--- config.mk ---
export PLATFORM = sky130hd
export DESIGN_NAME = otp_auth_core
export DESIGN_NICKNAME = d
export VERILOG_FILES = /design/src/rtl/otp_auth_core.sv
export SDC_FILE = /design/constraint.sdc
export NUM_CORES = 1
export LEC_CHECK = 0
export BUFFER_PORTS_ARGS = -buffer_cell sky130_fd_sc_hd__buf_2
export CAP_MARGIN = 20
export CELL_PAD_IN_SITES_DETAIL_PLACEMENT = 0
export CELL_PAD_IN_SITES_GLOBAL_PLACEMENT = 1
export CORE_ASPECT_RATIO = 1.75
export CORE_MARGIN = 4
export CORE_UTILIZATION = 40
export DETAILED_ROUTE_END_ITERATION = 10
export GPL_ROUTABILITY_DRIVEN = 0
export GPL_TIMING_DRIVEN = 0
export PLACE_DENSITY_LB_ADDON = 0.1
export SYNTH_ARGS = -nofsm -noshare
export SYNTH_HDL_FRONTEND = slang
export SYNTH_SLANG_ARGS = --single-unit
--- constraint.sdc ---
create_clock -name clk -period 3.27 [get_ports clk]
set_input_delay 0.327 -clock clk [delete_from_list [all_inputs] [get_ports clk]]
set_output_delay 0.327 -clock clk [all_outputs]
set_load 0.005 [all_outputs]
--- src/rtl/otp_auth_core.sv ---
// One-time-password authentication engine: LFSR-sourced OTP, N-digit entry,
// compare, attempt limiting, OTP expiry, timed unlock window and timed lockout.
module otp_auth_core #(
  parameter int unsigned DIGITS         = 4,
  parameter int unsigned MAX_ATTEMPTS   = 3,
  parameter int unsigned EXPIRE_CYCLES  = 50000000,
  parameter int unsigned UNLOCK_CYCLES  = 25000000,
  parameter int unsigned LOCKOUT_CYCLES = 100000000,
  parameter logic [15:0] LFSR_SEED      = 16'hACE1
) (
  input  logic                  clk,
  input  logic                  reset,
  input  logic                  otp_req,
  input  logic [3:0]            digit_in,
  input  logic                  digit_strobe,
  output logic [4*DIGITS-1:0]   otp_out,
  output logic [4*DIGITS-1:0]   entry_out,
  output logic [2:0]            entry_cnt,
  output logic [3:0]            wrng_atmpt,
  output logic                  unlock,
  output logic                  lock,
  output logic                  expired,
  output logic [2:0]            state_out
);

  localparam int unsigned EW     = 4 * DIGITS;
  localparam int unsigned MAX_EU = (EXPIRE_CYCLES > UNLOCK_CYCLES) ? EXPIRE_CYCLES : UNLOCK_CYCLES;
  localparam int unsigned MAX_C  = (MAX_EU > LOCKOUT_CYCLES) ? MAX_EU : LOCKOUT_CYCLES;
  localparam int unsigned TW     = (MAX_C > 1) ? $clog2(MAX_C) : 1;

  typedef enum logic [2:0] {
    S_IDLE     = 3'd0,
    S_ENTRY    = 3'd1,
    S_CHECK    = 3'd2,
    S_UNLOCKED = 3'd3,
    S_LOCKED   = 3'd4,
    S_EXPIRED  = 3'd5
  } state_t;

  state_t          state, state_nxt;
  logic [15:0]     lfsr;
  logic [TW-1:0]   timer, timer_nxt;
  logic            req_prev, strobe_prev;
  logic            req_rise, strobe_rise;
  logic            lfsr_fb;
  logic [EW-1:0]   otp_nxt, entry_nxt;
  logic [2:0]      cnt_nxt;
  logic [3:0]      wrng_nxt;

  assign req_rise    = otp_req & ~req_prev;
  assign strobe_rise = digit_strobe & ~strobe_prev;
  assign lfsr_fb     = lfsr[15] ^ lfsr[13] ^ lfsr[12] ^ lfsr[10];
  assign state_out   = state;

  // Register stage: FSM state, datapath, edge-detect history and decoded flags.
  always_ff @(posedge clk) begin
    if (reset) begin
      state       <= S_IDLE;
      lfsr        <= LFSR_SEED;
      timer       <= '0;
      req_prev    <= 1'b0;
      strobe_prev <= 1'b0;
      otp_out     <= '0;
      entry_out   <= '0;
      entry_cnt   <= '0;
      wrng_atmpt  <= '0;
      unlock      <= 1'b0;
      lock        <= 1'b0;
      expired     <= 1'b0;
    end else begin
      state       <= state_nxt;
      lfsr        <= {lfsr[14:0], lfsr_fb};
      timer       <= timer_nxt;
      req_prev    <= otp_req;
      strobe_prev <= digit_strobe;
      otp_out     <= otp_nxt;
      entry_out   <= entry_nxt;
      entry_cnt   <= cnt_nxt;
      wrng_atmpt  <= wrng_nxt;
      unlock      <= (state_nxt == S_UNLOCKED);
      lock        <= (state_nxt == S_LOCKED);
      expired     <= (state_nxt == S_EXPIRED);
    end
  end

  // Next-state and datapath update.
  always_comb begin
    state_nxt = state;
    timer_nxt = timer;
    otp_nxt   = otp_out;
    entry_nxt = entry_out;
    cnt_nxt   = entry_cnt;
    wrng_nxt  = wrng_atmpt;
    unique case (state)
      S_IDLE: begin
        if (req_rise) begin
          state_nxt = S_ENTRY;
          otp_nxt   = lfsr[EW-1:0];
          entry_nxt = '0;
          cnt_nxt   = '0;
          timer_nxt = '0;
        end
      end
      S_ENTRY: begin
        timer_nxt = timer + TW'(1);
        if (timer == TW'(EXPIRE_CYCLES - 1)) begin
          state_nxt = S_EXPIRED;
        end else if (req_rise) begin
          otp_nxt   = lfsr[EW-1:0];
          entry_nxt = '0;
          cnt_nxt   = '0;
          timer_nxt = '0;
        end else if (strobe_rise) begin
          entry_nxt = EW'({entry_out, digit_in});
          cnt_nxt   = entry_cnt + 3'd1;
          if (entry_cnt == 3'(DIGITS - 1)) state_nxt = S_CHECK;
        end
      end
      S_CHECK: begin
        if (entry_out == otp_out) begin
          state_nxt = S_UNLOCKED;
          timer_nxt = '0;
          wrng_nxt  = '0;
        end else begin
          wrng_nxt = wrng_atmpt + 4'd1;
          if (wrng_atmpt == 4'(MAX_ATTEMPTS - 1)) begin
            state_nxt = S_LOCKED;
            timer_nxt = '0;
          end else begin
            // Timer keeps running so retries cannot extend the OTP lifetime.
            state_nxt = S_ENTRY;
            entry_nxt = '0;
            cnt_nxt   = '0;
          end
        end
      end
      S_UNLOCKED: begin
        timer_nxt = timer + TW'(1);
        if (timer == TW'(UNLOCK_CYCLES - 1)) begin
          state_nxt = S_IDLE;
          entry_nxt = '0;
          cnt_nxt   = '0;
        end
      end
      S_LOCKED: begin
        timer_nxt = timer + TW'(1);
        if (timer == TW'(LOCKOUT_CYCLES - 1)) begin
          state_nxt = S_IDLE;
          wrng_nxt  = '0;
          entry_nxt = '0;
          cnt_nxt   = '0;
        end
      end
      S_EXPIRED: begin
        // Attempt count survives expiry so expiring cannot reset it.
        if (req_rise) begin
          state_nxt = S_ENTRY;
          otp_nxt   = lfsr[EW-1:0];
          entry_nxt = '0;
          cnt_nxt   = '0;
          timer_nxt = '0;
        end
      end
      default: state_nxt = S_IDLE;
    endcase
  end

endmodule

==> results.json <==
{
  "cpLargestDelayFamily": "simple AND/OR/NAND/NOR gates",
  "cts_tree": "built",
  "core_um2": 10200,
  "grt_setup_unrepaired": "no",
  "fmax_ghz": 0.390,
  "cts_buffers": 9,
  "grt_pass1_vias": 3431,
  "dieArea_um2": 12100,
  "synth_most_common_cell": "dfxtp_1",
  "placed_cell_area_um2": 4580,
  "synthArstFlopShare": 0,
  "firstDrtPassIters": 4,
  "die_h_um": 143,
  "seq_power_share": 0.477,
  "final.fill_count": 1013,
  "p_switching_uw": 609,
  "powerDensity_nw_per_um2": 498,
  "hold_viol_final": 0,
  "cts_sinks": 90,
  "synth.area.top_cells": "dfxtp_1 43%, mux2i_1 8.4%, nor2_1 5.2%, xnor2_1 4.9%, xor2_1 4.2%",
  "syn2layout_area_growth_pct": 17.7,
  "finalCritPeriodShare": 0.785,
  "finish.instance_area_um2": 4880,
  "routed_via_density": 5.21,
  "diodes": 0,
  "h-tree-depth": 3,
  "cp_max_fo": 7,
  "cp_slowest_stage_delay_ns": 0.56,
  "relSlewSlack": 0.578,
  "io_pins": 53,
  "detail-route-antenna-nets": 0,
  "register_area_um2": 1800,
  "p_sw_frac": 0.250,
  "yosys-top-cells-count": "90 x dfxtp_1, 57 x nor2_1, 35 x mux2i_1, 34 x nand2_1, 26 x nand2b_1",
  "start_kind": "flip-flop",
  "dieWidth_um": 85.0,
  "r2r_start": "timer[2]",
  "synthDistinctLibCells": 48,
  "power_frac_comb": 0.081,
  "fin_hold_ws_ns": 0.220,
  "drive_gt1_frac": 0.165,
  "grt_antenna_before_repair": 0,
  "synth-edff-count": 0,
  "dp_hpwl_um": 8550,
  "setup_slack_ns": 0.703,
  "hold_path.class": "in -> reg",
  "io_buffers": 52,
  "cap_violations": 0,
  "setup_viol": 0,
  "cts_resized": 0,
  "num_vias": 3410,
  "drtIter0Drc": 95,
  "end_kind": "flip-flop",
  "clock_latency_ns": 0.34,
  "worstSetupStartpoint": "timer[2]",
  "finalCriticalPeriod_ns": 2.57,
  "synth-seq-cells": 90,
  "synth_area_um2": 4150,
  "tightestPinTransition_ns": 0.628,
  "tns_ns": 0,
  "p_leak_uw": 0.00200,
  "grt-ovfl-total": 0,
  "clock_power_share": 0.442,
  "drc": 0,
  "vdd_drop_max_uv": 329,
  "root_buffer": "clkbuf_16",
  "syn_area_per_cell_um2": 9.04,
  "cp_num_buf_inv": 1,
  "arrival_ns": 2.84,
  "initial_utilization": 0.405,
  "drv_slew": 0,
  "num_rows": 49,
  "crit_chain": "and4_1 -> clkbuf_1 -> nand4_1 -> nor3_1 -> nand3_1 -> or4_2 -> a21oi_1",
  "required_ns": 3.54,
  "routed_wl_um": 11100,
  "nNetsFinal": 536,
  "dp_slack_ns": 0.686,
  "grt_max_degree": 18,
  "outcome": "complete, no violations",
  "grt_pass1_wl_um": 18100,
  "synth_top_area_frac": 0.434,
  "synth_largest_area_cell": "dfxtp_1",
  "track_usage": 0.192,
  "slowest_stage": "or4_2",
  "routedWlPerCell_um": 17.0,
  "worst-setup-path-type": "reg -> reg",
  "skew_ns": 0.00859,
  "yosysSeqAreaShare": 0.434,
  "synth_ff_type": "dfxtp_1",
  "syn_inst": 459,
  "yosys_warnings": 0,
  "cts_setup_buffers": 0,
  "clock_path_buffers": 2,
  "hp-start": "digit_in[0]",
  "clk_pin_slew_ns": 0.07,
  "multi_input_area_um2": 2200,
  "power.internal_uw": 1820,
  "synth_fp_nets": 472,
  "hold_buffers": 0
}
worst paths after layout:
check	to	slack, ns	cells past startpoint
worst min-delay path	entry_out[0]	0.22	3
worst max-delay path	timer[23]	0.70	7
worst max register to register	timer[23]	0.70	7
worst min register to register	lfsr[10]	0.46	1
state kept, by name, indices dropped and copies added, names as in the netlist:
signal	flops
timer	27
entry_out	16
lfsr	16
otp_out	16
wrng_atmpt	4
entry_cnt	3
state_out	3
expired	1
lock	1
req_prev	1
strobe_prev	1
unlock	1
stage by stage:
stage | cells | power (uW) | util
2_1_floorplan | 459 | 1320 | -
3_3_place_gp | 638 | 1380 | 0.446
3_5_place_dp | 639 | 1390 | 0.447
4_1_cts | 655 | 2470 | 0.477
5_1_grt | 655 | 2530 | 0.477
6_report | 655 | 2430 | 0.477
kinds of logic (layout without fill, tap and decap cells):
logic type / after synthesis / count (layout) / share of synthesized area
xor+xnor: 43 / 43 / 0.0908
compound gates: 55 / 55 / 0.0856
buf+inv: 28 / 97 / 0.0347
flops: 90 / 90 / 0.434
mux: 35 / 35 / 0.0844
fa+ha+maj: 5 / 5 / 0.0151
simple gates: 203 / 203 / 0.255
worst reg2reg max path: stages, from the launching register on:
cell and delay, ns:
dfxtp_1 0.41, and4_1 0.20, clkbuf_1 0.24, nand4_1 0.27, nor3_1 0.46, nand3_1 0.20
or4_2 0.56, a21oi_1 0.16
cells in the final DEF, fill, tap and decap left out, types with 2 or more instances in the layout:
| master | n |
|---|---|
| inv_8 | 2 |
| or2_2 | 7 |
| nor2_1 | 57 |
| nor3_1 | 6 |
| xnor2_1 | 23 |
| nand4_1 | 14 |
| o21ai_0 | 7 |
| and3_1 | 5 |
| or4_1 | 2 |
| a21oi_1 | 21 |
| nor4_1 | 7 |
| inv_6 | 2 |
| a2111oi_0 | 2 |
| clkbuf_1 | 19 |
| ha_1 | 5 |
| o21a_1 | 3 |
| a21o_1 | 3 |
| nand4b_1 | 2 |
| or3_1 | 5 |
| a21boi_0 | 2 |
| nor2b_1 | 14 |
| xor2_1 | 20 |
| and2_1 | 4 |
| buf_2 | 54 |
| nand3b_1 | 2 |
| nand3_1 | 9 |
| a211oi_1 | 9 |
| clkbuf_16 | 9 |
| buf_4 | 2 |
| nand2b_1 | 26 |
| and4_1 | 2 |
| mux2i_1 | 35 |
| dfxtp_1 | 90 |
| inv_1 | 4 |
| nand2_1 | 34 |
| buf_12 | 2 |
routing by layer:
metal  global-route usage  share of wire  vias to the layer above
li1                     -              -                     1702
met1                0.193           0.37                     1619
met2                0.373           0.57                       71
met3               0.0456          0.033                       18
met4               0.0701          0.023                        0
met5                    0              0                        -
final cells by class:
class	instances	area share
multi-input cells	341	0.451
flip-flops and latches	90	0.369
repair buffers	53	0.0548
clock buffers	9	0.0461
well taps	127	0.0325
plain buffers	24	0.0264
clock inverters	7	0.0169
inverters	4	0.00307
power groups by stage:
| stage | Sequential, uW | Combinational, uW | Clock [uW] |
|---|---|---|---|
| after floorplan | 1170 | 141 | 0 |
| final | 1160 | 198 | 1070 |
| after detailed placement | 1190 | 201 | 0 |
| after global routing | 1160 | 220 | 1150 |
| after CTS | 1160 | 202 | 1100 |
| after global placement | 1190 | 197 | 0 |
Power figures use the tool's default switching activity.
